<file path="src/rtl/x_uart_pkg.sv">
// Shared UART definitions: frame-level state encoding and bit-timing helpers,
// used by both the word receiver and the word transmitter.
package x_uart_pkg;

  typedef enum logic [1:0] {
    IDLE  = 2'd0,
    START = 2'd1,
    DATA  = 2'd2,
    STOP  = 2'd3
  } uart_state_t;

  function automatic int clks_per_bit(input int clk_hz, input int baud);
    return clk_hz / baud;
  endfunction

  function automatic int half_bit(input int clk_hz, input int baud);
    return clks_per_bit(clk_hz, baud) / 2;
  endfunction

endpackage

</file>
<file path="src/rtl/x_uart_rx_byte.sv">
// 8N1 byte receiver: 2-flop synchroniser plus frame FSM with registered strobes.
// o_idle exists only when X_UART_RX_TIMEOUT_EN is defined (feeds the inter-byte timer).
module x_uart_rx_byte
  import x_uart_pkg::*;
#(
  parameter int p_clk_hz = 16875000,
  parameter int p_baud   = 115200
) (
`ifdef X_UART_RX_TIMEOUT_EN
  output logic       o_idle,
`endif
  input  logic       i_clk,
  input  logic       i_rst,
  input  logic       i_uart_rx,
  output logic [7:0] o_rx_byte,
  output logic       o_byte_vld,
  output logic       o_frame_err
);

  localparam int CPB   = clks_per_bit(p_clk_hz, p_baud);
  localparam int HALF  = half_bit(p_clk_hz, p_baud);
  localparam int CNT_W = (CPB > 1) ? $clog2(CPB) : 1;

  uart_state_t      state_reg;
  logic [1:0]       sync_reg;
  logic [CNT_W-1:0] cnt_reg;
  logic [2:0]       bit_idx_reg;
  logic [7:0]       shift_reg;
  logic             rx_s;

  assign rx_s = sync_reg[1];

`ifdef X_UART_RX_TIMEOUT_EN
  assign o_idle = (state_reg == IDLE);
`endif

  always_ff @(posedge i_clk) begin
    if (i_rst) begin
      sync_reg    <= 2'b11;
      state_reg   <= IDLE;
      cnt_reg     <= '0;
      bit_idx_reg <= '0;
      shift_reg   <= '0;
      o_rx_byte   <= '0;
      o_byte_vld  <= 1'b0;
      o_frame_err <= 1'b0;
    end else begin
      sync_reg    <= {sync_reg[0], i_uart_rx};
      o_byte_vld  <= 1'b0;
      o_frame_err <= 1'b0;
      case (state_reg)
        IDLE: begin
          cnt_reg     <= '0;
          bit_idx_reg <= '0;
          if (!rx_s) state_reg <= START;
        end
        START: begin
          // mid-start-bit check rejects short glitches without flagging an error
          if (cnt_reg == CNT_W'(HALF - 1)) begin
            cnt_reg   <= '0;
            state_reg <= rx_s ? IDLE : DATA;
          end else begin
            cnt_reg <= cnt_reg + CNT_W'(1);
          end
        end
        DATA: begin
          if (cnt_reg == CNT_W'(CPB - 1)) begin
            cnt_reg     <= '0;
            shift_reg   <= {rx_s, shift_reg[7:1]};
            bit_idx_reg <= bit_idx_reg + 3'd1;
            if (bit_idx_reg == 3'd7) state_reg <= STOP;
          end else begin
            cnt_reg <= cnt_reg + CNT_W'(1);
          end
        end
        STOP: begin
          if (cnt_reg == CNT_W'(CPB - 1)) begin
            cnt_reg   <= '0;
            state_reg <= IDLE;
            if (rx_s) begin
              o_byte_vld <= 1'b1;
              o_rx_byte  <= shift_reg;
            end else begin
              o_frame_err <= 1'b1;
            end
          end else begin
            cnt_reg <= cnt_reg + CNT_W'(1);
          end
        end
        default: state_reg <= IDLE;
      endcase
    end
  end

endmodule

</file>
<file path="src/rtl/x_uart_rx_word.sv">
// UART word receiver: packs p_length/8 received bytes (first byte in [7:0]) into o_data.
// Define X_UART_RX_TIMEOUT_EN to discard partial words after 16 idle bit times.
module x_uart_rx_word
  import x_uart_pkg::*;
#(
  parameter int p_length = 256,
  parameter int p_clk_hz = 16875000,
  parameter int p_baud   = 115200
) (
  input  logic                i_clk,
  input  logic                i_rst,
  input  logic                i_uart_rx,
  output logic [p_length-1:0] o_data,
  output logic                o_valid,
  output logic                o_err
);

  localparam int NBYTES = p_length / 8;
  localparam int IDX_W  = (NBYTES > 1) ? $clog2(NBYTES) : 1;

  logic [7:0]          rx_byte;
  logic                byte_vld;
  logic                frame_err;
  logic                timeout_hit;
  logic [IDX_W-1:0]    byte_cnt_reg;
  logic [p_length-1:0] shadow_reg;
  logic [p_length-1:0] shadow_next;
  logic                last_byte;

`ifdef X_UART_RX_TIMEOUT_EN
  localparam int TO_CYCLES = 16 * clks_per_bit(p_clk_hz, p_baud);
  localparam int TO_W      = $clog2(TO_CYCLES + 1);

  logic            rx_idle;
  logic [TO_W-1:0] timer_reg;

  assign timeout_hit = rx_idle && (byte_cnt_reg != '0) && (timer_reg == TO_W'(TO_CYCLES - 1));

  // runs only while a partial word is pending; a start bit or the discard clears it
  always_ff @(posedge i_clk) begin
    if (i_rst) begin
      timer_reg <= '0;
    end else if (!rx_idle || byte_cnt_reg == '0) begin
      timer_reg <= '0;
    end else begin
      timer_reg <= timer_reg + TO_W'(1);
    end
  end
`else
  assign timeout_hit = 1'b0;
`endif

  x_uart_rx_byte #(
    .p_clk_hz (p_clk_hz),
    .p_baud   (p_baud)
  ) u_rx_byte (
`ifdef X_UART_RX_TIMEOUT_EN
    .o_idle      (rx_idle),
`endif
    .i_clk       (i_clk),
    .i_rst       (i_rst),
    .i_uart_rx   (i_uart_rx),
    .o_rx_byte   (rx_byte),
    .o_byte_vld  (byte_vld),
    .o_frame_err (frame_err)
  );

  // slot gi of the shadow takes the new byte when the counter points at it
  generate
    for (genvar gi = 0; gi < NBYTES; gi++) begin : g_slot
      assign shadow_next[8*gi +: 8] = (byte_vld && byte_cnt_reg == IDX_W'(gi))
                                      ? rx_byte : shadow_reg[8*gi +: 8];
    end
  endgenerate

  assign last_byte = (byte_cnt_reg == IDX_W'(NBYTES - 1));

  always_ff @(posedge i_clk) begin
    if (i_rst) begin
      byte_cnt_reg <= '0;
      shadow_reg   <= '0;
      o_data       <= '0;
      o_valid      <= 1'b0;
      o_err        <= 1'b0;
    end else begin
      o_valid <= 1'b0;
      o_err   <= frame_err | timeout_hit;
      if (byte_vld) begin
        shadow_reg <= shadow_next;
        if (last_byte) begin
          byte_cnt_reg <= '0;
          o_data       <= shadow_next;
          o_valid      <= 1'b1;
        end else begin
          byte_cnt_reg <= byte_cnt_reg + IDX_W'(1);
        end
      end
      if (timeout_hit) byte_cnt_reg <= '0;
    end
  end

endmodule

</file>
<file path="config.mk">
export PLATFORM = sky130hd
export DESIGN_NAME = x_uart_rx_word
export DESIGN_NICKNAME = d
export VERILOG_FILES = /design/src/rtl/x_uart_pkg.sv /design/src/rtl/x_uart_rx_byte.sv /design/src/rtl/x_uart_rx_word.sv
export SDC_FILE = /design/constraint.sdc
export NUM_CORES = 1
export LEC_CHECK = 0
export CELL_PAD_IN_SITES_DETAIL_PLACEMENT = 0
export CELL_PAD_IN_SITES_GLOBAL_PLACEMENT = 1
export CORE_ASPECT_RATIO = 1.4
export CORE_UTILIZATION = 38
export DETAILED_ROUTE_END_ITERATION = 16
export GPL_ROUTABILITY_DRIVEN = 0
export GPL_TIMING_DRIVEN = 0
export PLACE_DENSITY_LB_ADDON = 0.1
export SLEW_MARGIN = 10
export SYNTH_ARGS = -nofsm -noshare
export SYNTH_HDL_FRONTEND = slang
export SYNTH_HIERARCHICAL = 1
export SYNTH_SLANG_ARGS = --single-unit
</file>
<file path="constraint.sdc">
create_clock -name i_clk -period 2 [get_ports i_clk]
set_input_delay 0.5 -clock i_clk [delete_from_list [all_inputs] [get_ports i_clk]]
set_output_delay 0.5 -clock i_clk [all_outputs]
set_load 0.05 [all_outputs]
</file>
==> summary.md, run 1 <==
| Metric | Value |
|---|---|
| Status | `finished, final reports clean` |
| GRT Residual Overflow | `0` |
| Dominant synthesized flop cell | `dfxtp_1` |
| Final ANT Viol Nets | `0` |
| Largest cells by area after synthesis | `dfxtp_1 (49%), o211ai_1 (14%), nand3_1 (5.6%), o21ai_0 (5.5%), a21oi_1 (5.4%)` |
| FMAX | `504.1 MHz` |
| Worst-skew pair later-pin latency | `620 ps` |
| R2r startpoint | `byte_cnt_reg[1]` |
| # port buffers | `259` |
| Critical path launch point type | `flip-flop` |
| DRT iter0 DRCs | `1882` |
| VDD IR max | `0.5918 mV` |
| Sequential area share after synthesis | `48.61%` |
| Area share of the largest cell type after synthesis | `48.61%` |
| Final-report hold violation count | `0` |
| Synthesized flop and latch total | `544` |
| Tmin final | `1984 ps` |
| CP max-delay cell | `dfxtp_4` |
| Rows | `104` |
| Crit end category | `flip-flop` |
| Setup Crit Path Kind | `flip-flop to flip-flop` |
| YS warnings | `6` |
| Initial antenna violation count | `0` |
| Post-Syn Nets | `2539` |
| Hold Startpoint | `i_rst` |
| Slew margin rel. | `27.12%` |
| Placed Cells | `3526` |
| P&R area growth vs syn | `25.70%` |
| Hpwl dp | `65770 um` |
| Ant. Diodes | `0` |
| CTS tree | `done` |
| Vias post-DR | `21286` |
| Cells after synthesis | `2525` |
| Max-Cap Viols | `0` |
| Post-synth EDFFs | `0` |
| Via density | `5.849` |
| Fin util | `48.64%` |
| CP peak stage delay | `380 ps` |
| Dpl cell area | `25930 um2` |
| Reg clk slew, reported paths | `70 ps` |
| Routed length per instance | `25.07 um` |
| Unique masters post-synth | `53` |
| Ports | `261` |
| Num CTS Buffers | `54` |
| Final WL | `91230 um` |
| Maximum buffer depth of the clock tree | `3` |
| Largest delay share family, worst path | `buffers and inverters` |
| Max reg flops | `256` |
| Slew @ Worst Pin | `1093 ps` |
| Leak Pwr | `9.509 nW` |
| Setup Skew | `16.33 ps` |
| Layout Cells excl Fill | `3639` |
| RSZ-0062 raised after global routing | `yes` |
| Vias in the first global route | `20315` |
| Initial Util | `38.69%` |
| WP data required | `2510 ps` |
| Die area | `59950 um2` |
| Post-route DRC violation count | `0` |
| Post-Syn Area per Cell | `8.873 um2` |
| Synthesized area | `22410 um2` |
| Cell taking the most area after synthesis | `dfxtp_1` |
| P per Cell Area | `768.7 nW/um2` |
| Clock sink count | `544` |
| Slew Viols, Final | `0` |
| Worst path arrival time | `2500 ps` |
| Design area | `28160 um2` |
| CP Max Fanout | `7` |
| Crit path launch | `byte_cnt_reg[1]` |
| H-tree depth | `2` |
| Share of layout cells above drive strength 1 | `17.92%` |
| Core area | `57910 um2` |
| # setup viols final | `0` |
| Hold buffer count at cts | `0` |
| First drt pass iteration count | `8` |
| Die W | `207.2 um` |
| Ys async rst share | `0%` |
| Final period utilization | `99.19%` |
| NumNets Final | `2869` |
| GRT Total Usage | `29.51%` |
| Hold Path Class | `input port to flip-flop` |
| CP Buf/Inv Count | `3` |
| Cells along the critical path | `ha_4 -> and3_4 -> ha_4 -> nand3b_4 -> inv_8 -> buf_12 -> nand2_8 -> buf_12 -> o211ai_1` |
| First-pass GRT wire length | `132600 um` |
| Pin count of the biggest net entering global routing | `15` |
| CTS Root Cell | `clkbuf_16` |
| Die H | `289.3 um` |
cell usage in the layout, fill, tap and decap left out, drive strengths merged, types with 4 or more instances in the layout:
cell,synthesis,routed
nand2,311,311
a31oi,4,4
ha,11,11
and3b,4,4
bufinv,0,4
inv,9,10
nand3,252,252
buf,179,186
and3,9,9
nor2b,4,4
o211ai,480,480
clkbuf,123,259
xor2,7,7
nor2,38,38
a21oi,241,241
dlygate4sd2,0,9
clkdlybuf4s15,0,198
nand3b,6,6
clkinv,0,13
mux2i,25,25
o21ai,248,248
dfxtp,544,544
stage by stage:
stage | setup TNS, ps | hold slack [ps] | setup WS [ps] | power [mW]
after floorplan | 0 | 389.5 | 76.97 | 11.25
after global placement | -162140 | 395.5 | -890.2 | 11.34
after detailed placement | -173180 | 400.5 | -927.5 | 11.34
after CTS | 0 | 262.3 | 0.02198 | 21.75
after global routing | -86.96 | 320.3 | -16.90 | 22.20
final | 0 | 278.4 | 16.24 | 21.65
routing by layer:
| layer | share of wire (%) | global-route usage [%] |
|---|---|---|
| met4 | 4.4 | 12.61 |
| met5 | 0 | 0 |
| met3 | 6.6 | 4.369 |
| met1 | 40 | 36.12 |
| met2 | 48 | 51.70 |
Yosys cell counts, types with 2 or more instances:
cell	instances
nand2_4	5
buf_12	2
nor4_1	2
ha_1	11
nand3_1	251
and3_1	9
nand2_1	305
buf_4	35
and3b_1	4
buf_2	98
nand4b_1	3
xnor2_1	2
o211ai_1	424
buf_1	19
or2_2	2
inv_1	8
a21oi_1	241
o21ai_0	248
xor2_1	7
clkbuf_1	123
nand3b_4	2
nor2_1	37
nor2b_1	4
dfxtp_1	544
o211ai_2	56
mux2i_1	25
nand3b_1	4
nand2b_1	2
buf_6	25
a31oi_1	4
area by class of cell:
type | instances | area (um2)
buffer | 302 | 1862
clock buffer | 77 | 1592
clock inverter | 21 | 216.5
fill | 5514 | 29740
inverter | 9 | 41.29
multi-input combinational | 1670 | 9971
sequential | 544 | 10900
tap | 742 | 928.4
timing repair buffer | 274 | 2653
report_power, final:
group          internal, mW  total, mW  switching [mW]
clock                  6.04       10.5            4.50
combinational        0.0513      0.272           0.221
sequential             10.8       10.8         0.00446
logic make-up after synthesis:
kind of cell	Yosys count	share of synthesized area, %
flops	544	48.61
xor+xnor	9	0.3518
simple gates	645	13.34
fa+ha+maj	11	0.6143
compound gates	979	28.59
mux	26	1.167
buf+inv	311	7.338
worst reg2reg max path, stage by stage (launching register included):
cell and delay (ps):
dfxtp_4 380, ha_4 160, and3_4 210, ha_4 170
nand3b_4 120, inv_8 120, buf_12 150, nand2_8 130
buf_12 210, o211ai_1 220
path summary, 6_finish.rpt:
kind,endpoint,slack (ps),depth (start not counted)
max,o_data[183],20,9
min,u_rx_byte/o_byte_vld,280,2
max reg2reg,o_data[183],20,9
min reg2reg,u_rx_byte/sync_reg[1],410,1
what timing repair did:
action,4_1_cts,5_1_grt
endpoints found under the setup margin,604,325
gates cloned,0,4
pin swaps,4,5
buffers inserted,8,3
resized for setup,648,156
hold endpoints to repair,0,0
Note: power is estimated with default switching activity, not from simulation.
==> run 2, diff against run 1 <==
--- a/config.mk
+++ b/config.mk
@@ -13,6 +13,7 @@
 export GPL_ROUTABILITY_DRIVEN = 0
 export GPL_TIMING_DRIVEN = 0
 export PLACE_DENSITY_LB_ADDON = 0.1
+export SETUP_SLACK_MARGIN = 0.4
 export SLEW_MARGIN = 10
 export SYNTH_ARGS = -nofsm -noshare
 export SYNTH_HDL_FRONTEND = slang
==> constraint.sdc (replaced) <==
create_clock -name i_clk -period 2 [get_ports i_clk]
set_input_delay 0.5 -clock i_clk [delete_from_list [all_inputs] [get_ports i_clk]]
set_output_delay 0.5 -clock i_clk [all_outputs]
set_load 0.1 [all_outputs]
==> run 2 against run 1 <==
Net effect: worst hold slack better by 18 ps; clock skew up 14 ps; count of clock-buffer cells in the layout up 2; critical path type unchanged; clock power about the same; die area unchanged; combinational power up 11%; core utilization up 0.50 points; via count up 1.2%; critical path depth down 6; largest cell class unchanged; cell count up 0.66%.
==> summary.md, run 2 (synthesis results as in run 1) <==
| Metric | Value |
|---|---|
| H-tree depth | `2 (unchanged)` |
| CTS tree | `done` |
| VDD IR max | `0.5698 mV (-3.7%)` |
| First drt pass iteration count | `8 (unchanged)` |
| Cells along the critical path | `clkbuf_1 -> nand3_1 -> a21oi_1` |
| CP max-delay cell | `clkbuf_1` |
| Status | `finished, final reports clean` |
| Most common cell after layout, fill and taps aside | `dfxtp_1` |
| PnR worst setup slack | `27.06 ps (+10.82 ps)` |
| Max reg flops | `256 (unchanged)` |
| # setup viols final | `0 (unchanged)` |
| Area of the multi-input gates | `10020 um2 (+0.46%)` |
| RSZ-0062 raised after global routing | `yes` |
| Slew Viols, Final | `0 (unchanged)` |
| Vias post-DR | `21541 (+1.2%)` |
| Total power | `21.54 mW (-0.49%)` |
| TNS Setup | `0 ps (unchanged)` |
| P&R area growth vs syn | `26.99%` |
| Placed Cells | `3526 (unchanged)` |
| GRT Residual Overflow | `0 (unchanged)` |
| Post-place setup slack | `-303.7 ps (+623.8 ps)` |
| Tmin final | `1973 ps (-10.82 ps)` |
| Setup Skew | `30.22 ps (+13.89 ps)` |
| Crit end category | `flip-flop` |
| R2r startpoint | `u_rx_byte/o_rx_byte[3]` |
| Clock sink count | `544 (unchanged)` |
| Core area | `57910 um2 (unchanged)` |
| Num CTS Buffers | `53 (-1.9%)` |
| Post-route DRC violation count | `0 (unchanged)` |
| Share of layout cells above drive strength 1 | `24.14% (+6.2 points)` |
| CP Buf/Inv Count | `1 (-2)` |
| Leak Pwr | `10.29 nW (+8.2%)` |
| Slew margin rel. | `29.09% (+2.0 points)` |
| Met1 WL | `36760 um (-0.36%)` |
| Routed length per instance | `25.29 um (+0.89%)` |
| Maximum buffer depth of the clock tree | `3 (unchanged)` |
| Setup Crit Path Kind | `flip-flop to flip-flop` |
| Hold Startpoint | `i_rst` |
| FMAX | `506.9 MHz (+0.55%)` |
| WL met3 | `5413 um (-10%)` |
| Wire length on met2 | `45610 um (+3.1%)` |
| Hold slack | `296.2 ps (+17.84 ps)` |
| Pin count of the biggest net entering global routing | `16 (+1)` |
| Worst path arrival time | `2530 ps (+30 ps)` |
| Die H | `289.3 um (unchanged)` |
| Critical path launch point type | `flip-flop` |
| CP Max Fanout | `10 (+3)` |
| Slew @ Worst Pin | `1064 ps (-29.54 ps)` |
| Die W | `207.2 um (unchanged)` |
| Largest delay share family, worst path | `buffers and inverters` |
| P per Cell Area | `757.2 nW/um2 (-1.5%)` |
| Hold Path Class | `input port to flip-flop` |
| Rows | `104 (unchanged)` |
| Initial antenna violation count | `0 (unchanged)` |
| # port buffers | `259 (unchanged)` |
| Die area | `59950 um2 (unchanged)` |
| Final ANT Viol Nets | `0 (unchanged)` |
| Final-report hold violation count | `0 (unchanged)` |
| NumNets Final | `2895 (+0.91%)` |
| First-pass GRT wire length | `134600 um (+1.5%)` |
| Via density | `5.881 (+0.53%)` |
| Uppermost layer routed | `met4` |
| Register area | `11030 um2 (+1.1%)` |
| GRT Total Usage | `29.86% (+0.35 points)` |
| Hpwl dp | `66020 um (+0.37%)` |
| Initial Util | `38.69% (unchanged)` |
| Reg clk slew, reported paths | `60 ps (about the same)` |
| Most frequent cells in the layout | `dfxtp_1 (503), o211ai_1 (424), nand2_1 (300)` |
| Final period utilization | `98.65% (-0.54 points)` |
| Max-Cap Viols | `0 (unchanged)` |
| CP peak stage delay | `830 ps (+450 ps)` |
| Filler Cell Count | `5539 (+0.45%)` |
| Design area | `28450 um2 (+1.0%)` |
| Crit path launch | `u_rx_byte/o_rx_byte[3]` |
| Vias in the first global route | `20896 (+2.9%)` |
| Final WL | `92650 um (+1.6%)` |
| Layout Cells excl Fill | `3663 (+0.66%)` |
| CTS Root Cell | `clkbuf_16` |
| Worst-skew pair later-pin latency | `620 ps (about the same)` |
| Dpl cell area | `26260 um2 (+1.3%)` |
| DRT iter0 DRCs | `1571 (-17%)` |
| Hold buffer count at cts | `0 (unchanged)` |
| Ports | `261 (unchanged)` |
| Fin util | `49.14% (+0.50 points)` |
| WP data required | `2550 ps (+40 ps)` |
run 2: cell count changes in the layout (fill, tap and decap cells not counted), sizes merged:
cell	change
buf	+281
clkinv	-4
dlygate4sd2	-9
clkdlybuf4s15	-197
clkbuf	-46
clkinvlp	-2
diode	+1
run 2: report_power, final:
part | switching [mW] | internal [mW] | total, mW
Clock | 4.44 | 6.01 | 10.4
Combinational | 0.228 | 0.0759 | 0.303
Sequential | 0.00430 | 10.8 | 10.8
run 2: worst paths after layout:
| check | to | slack (ps) | depth (start not counted) |
|---|---|---|---|
| max | shadow_reg[35] | 30 | 3 |
| min | u_rx_byte/o_byte_vld | 300 | 2 |
| max reg2reg | shadow_reg[35] | 30 | 3 |
| min reg2reg | u_rx_byte/sync_reg[1] | 410 | 1 |
run 2: cell type report:
type	instances	share of cell area [%]
clock buffers	79	5.611
multi-input cells	1670	35.21
repair buffers	301	8.474
flip-flops and latches	544	38.75
well taps	742	3.263
plain buffers	302	7.876
diodes	1	0.008795
clock inverters	15	0.6640
inverters	9	0.1451
run 2: repair_timing:
item	CTS	global route
endpoints found under the setup margin	787	792
gates resized for setup	1531	141
setup buffers	18	12
pin swaps	9	41
hold endpoints to repair	0	0
gates cloned	6	6
run 2: metal layers:
layer | track usage [%] | vias up
met2 | 52.74 | 860
met4 | 15.63 | 0
met5 | 0 | -
li1 | - | 9959
met1 | 35.20 | 10505
met3 | 4.358 | 217
==> run 3, diff against run 2 <==
--- a/config.mk
+++ b/config.mk
@@ -8,6 +8,7 @@
 export CELL_PAD_IN_SITES_DETAIL_PLACEMENT = 0
 export CELL_PAD_IN_SITES_GLOBAL_PLACEMENT = 1
 export CORE_ASPECT_RATIO = 1.4
+export CORE_MARGIN = 2
 export CORE_UTILIZATION = 38
 export DETAILED_ROUTE_END_ITERATION = 16
 export GPL_ROUTABILITY_DRIVEN = 0
==> run 3 against run 2 <==
Net effect: clock skew down 6.6 ps; critical endpoint is now shadow_reg[104]; sequential cell count unchanged; worst hold slack better by 11 ps.
==> summary.md, run 3 (synthesis results as in run 1) <==
| Metric | Value |
|---|---|
| Clock sink count | `544 (unchanged)` |
| Clock Power Share | `49.5% (+1.0 points)` |
| Ports | `261 (unchanged)` |
| CP Max Fanout | `10 (unchanged)` |
| Vias post-DR | `21481 (-0.28%)` |
| Cells along the critical path | `clkbuf_1 -> nand3_1 -> a21oi_1` |
| Most frequent cells in the layout | `dfxtp_1 (515), o211ai_1 (424), nand2_1 (301)` |
| TNS Setup | `0 ps (unchanged)` |
| Critical path launch point type | `flip-flop` |
| Rows | `105 (+0.96%)` |
| Die H | `291.3 um (+0.69%)` |
| Post-route DRC violation count | `0 (unchanged)` |
| Ant. Diodes | `0 (-1)` |
| Slew margin rel. | `27.06% (-2.0 points)` |
| Final period utilization | `98.26% (-0.38 points)` |
| Worst path arrival time | `2510 ps (-20 ps)` |
| NumNets Final | `2908 (+0.45%)` |
| GRT Residual Overflow | `0 (unchanged)` |
| CP Buf/Inv Count | `1 (unchanged)` |
| CP max-delay cell | `clkbuf_1` |
| Share of layout cells above drive strength 1 | `24.40% (+0.26 points)` |
| GRT Total Usage | `29.22% (-0.63 points)` |
| Psw | `4.743 mW (+1.6%)` |
| Status | `finished, final reports clean` |
| Final ANT Viol Nets | `0 (unchanged)` |
| CP peak stage delay | `860 ps (+30 ps)` |
| Via density | `5.826 (-0.93%)` |
| Tmin final | `1965 ps (-7.660 ps)` |
| Reg clk slew, reported paths | `60 ps (about the same)` |
| Layout Cells excl Fill | `3687 (+0.66%)` |
| # setup viols final | `0 (unchanged)` |
| Initial antenna violation count | `0 (unchanged)` |
| CTS Root Cell | `clkbuf_16` |
| Fin util | `49.39% (+0.25 points)` |
| Max-Cap Viols | `0 (unchanged)` |
| Pin count of the biggest net entering global routing | `15 (-1)` |
| Max reg flops | `256 (unchanged)` |
| P per Cell Area | `762.0 nW/um2 (+0.63%)` |
| Core area | `58460 um2 (+0.96%)` |
| Slew @ Worst Pin | `1094 ps (+30.52 ps)` |
| Most common cell after layout, fill and taps aside | `dfxtp_1` |
| Sequential share of power | `49.1% (-1.0 points)` |
| Vias in the first global route | `20658 (-1.1%)` |
| Initial Util | `38.32% (-0.37 points)` |
| VDD IR max | `0.6004 mV (+5.4%)` |
| # port buffers | `259 (unchanged)` |
| P&R area growth vs syn | `28.87%` |
| Leak Pwr | `10.35 nW (+0.57%)` |
| Comb power frac | `1.4% (about the same)` |
| CTS tree | `done` |
| Internal | `17.26 mW (+2.3%)` |
| First-pass GRT wire length | `133900 um (-0.47%)` |
| Worst-skew pair later-pin latency | `620 ps (about the same)` |
| Largest delay share family, worst path | `buffers and inverters` |
| Maximum buffer depth of the clock tree | `3 (unchanged)` |
| Setup Skew | `23.65 ps (-6.569 ps)` |
| Die W | `209.2 um (+0.97%)` |
| Hpwl dp | `66480 um (+0.70%)` |
| First drt pass iteration count | `7 (-1)` |
| Setup Crit Path Kind | `flip-flop to flip-flop` |
| Filler Cell Count | `5591 (+0.94%)` |
| H-tree depth | `2 (unchanged)` |
| Switching Share | `21.56% (-0.11 points)` |
| FMAX | `508.8 MHz (+0.39%)` |
| Routed length per instance | `25.57 um (+1.1%)` |
| Final-report hold violation count | `0 (unchanged)` |
| WP data required | `2540 ps (about the same)` |
| Final WL | `94290 um (+1.8%)` |
| Placed Cells | `3533 (+0.20%)` |
| Die area | `60950 um2 (+1.7%)` |
| Crit end category | `flip-flop` |
| DRT iter0 DRCs | `1781 (+13%)` |
| Num CTS Buffers | `54 (+1.9%)` |
| Hold Path Class | `input port to flip-flop` |
| Slew Viols, Final | `0 (unchanged)` |
| RSZ-0062 raised after global routing | `yes` |
## run 3: cell count changes in the layout (fill, tap and decap cells not counted), moves of 5 or more
| cell | previous run | this run |
|---|---|---|
| clkbuf_4 | 8 | 3 |
| o21ai_1 | 9 | 1 |
| buf_6 | 42 | 36 |
| clkbuf_16 | 61 | 78 |
| buf_4 | 62 | 71 |
| o21ai_0 | 237 | 246 |
| clkinv_2 | 7 | 14 |
| dfxtp_1 | 503 | 515 |
| buf_2 | 268 | 279 |
| clkbuf_1 | 112 | 106 |
| o211ai_2 | 55 | 44 |
| dfxtp_4 | 34 | 24 |
| o211ai_4 | 1 | 12 |
## run 3: final cells by class
class / instances / area [um2] / share of cell area [%]
Clock inverter: 20 / 227.7 / 0.7887
Multi-Input combinational cell: 1670 / 10170 / 35.22
Inverter: 9 / 41.29 / 0.1430
Timing Repair Buffer: 313 / 2536 / 8.784
Clock buffer: 80 / 1663 / 5.759
Buffer: 302 / 2311 / 8.004
Sequential cell: 544 / 10990 / 38.05
Tap cell: 749 / 937.1 / 3.246
## run 3: power by group through the flow
stage | registers [mW] | logic, mW | clock network [mW]
after floorplan | 11.1 | 0.181 | 0
after global placement | 11.1 | 0.274 | 0
after detailed placement | 11.1 | 0.279 | 0
after CTS | 10.8 | 0.282 | 11.0
after global routing | 10.8 | 0.327 | 11.4
final | 10.8 | 0.306 | 10.9
## run 3: layer usage
metal  up-vias  GRT usage [%]  wire, um
met2       809          51.37     46600
met3       208          4.445      5505
met4         0          12.49      4734
met1     10489          35.31     37450
li1       9975              -         -
met5         -              0         0
## run 3: metrics by stage
stage	hold slack [ps]	instance area [um2]	power [mW]	worst slack [ps]
finish	306.9	28870	22.00	34.72
global route	344.8	28870	22.56	8.308
CTS	286.5	27600	22.10	40.94
detailed placement	406.7	26270	11.36	-323.9
global placement	391.4	26270	11.35	-306.1
floorplan	389.5	22740	11.26	249.9
## run 3: worst paths after layout
| path | start | end | slack [ps] | depth (start not counted) |
|---|---|---|---|---|
| setup / recovery | u_rx_byte/o_rx_byte[0] | shadow_reg[104] | 30 | 3 |
| hold reg to reg | u_rx_byte/sync_reg[0] | u_rx_byte/sync_reg[1] | 410 | 1 |
| hold / removal | i_rst | u_rx_byte/o_byte_vld | 310 | 2 |
| setup reg to reg | u_rx_byte/o_rx_byte[0] | shadow_reg[104] | 30 | 3 |
## run 3: what timing repair did
item	CTS	global route
endpoints found under the hold margin	0	0
setup endpoints to repair	787	792
gates cloned	4	21
buffers inserted	15	14
resized for setup	1435	209
pin swaps	5	86
hold buffers	0	0
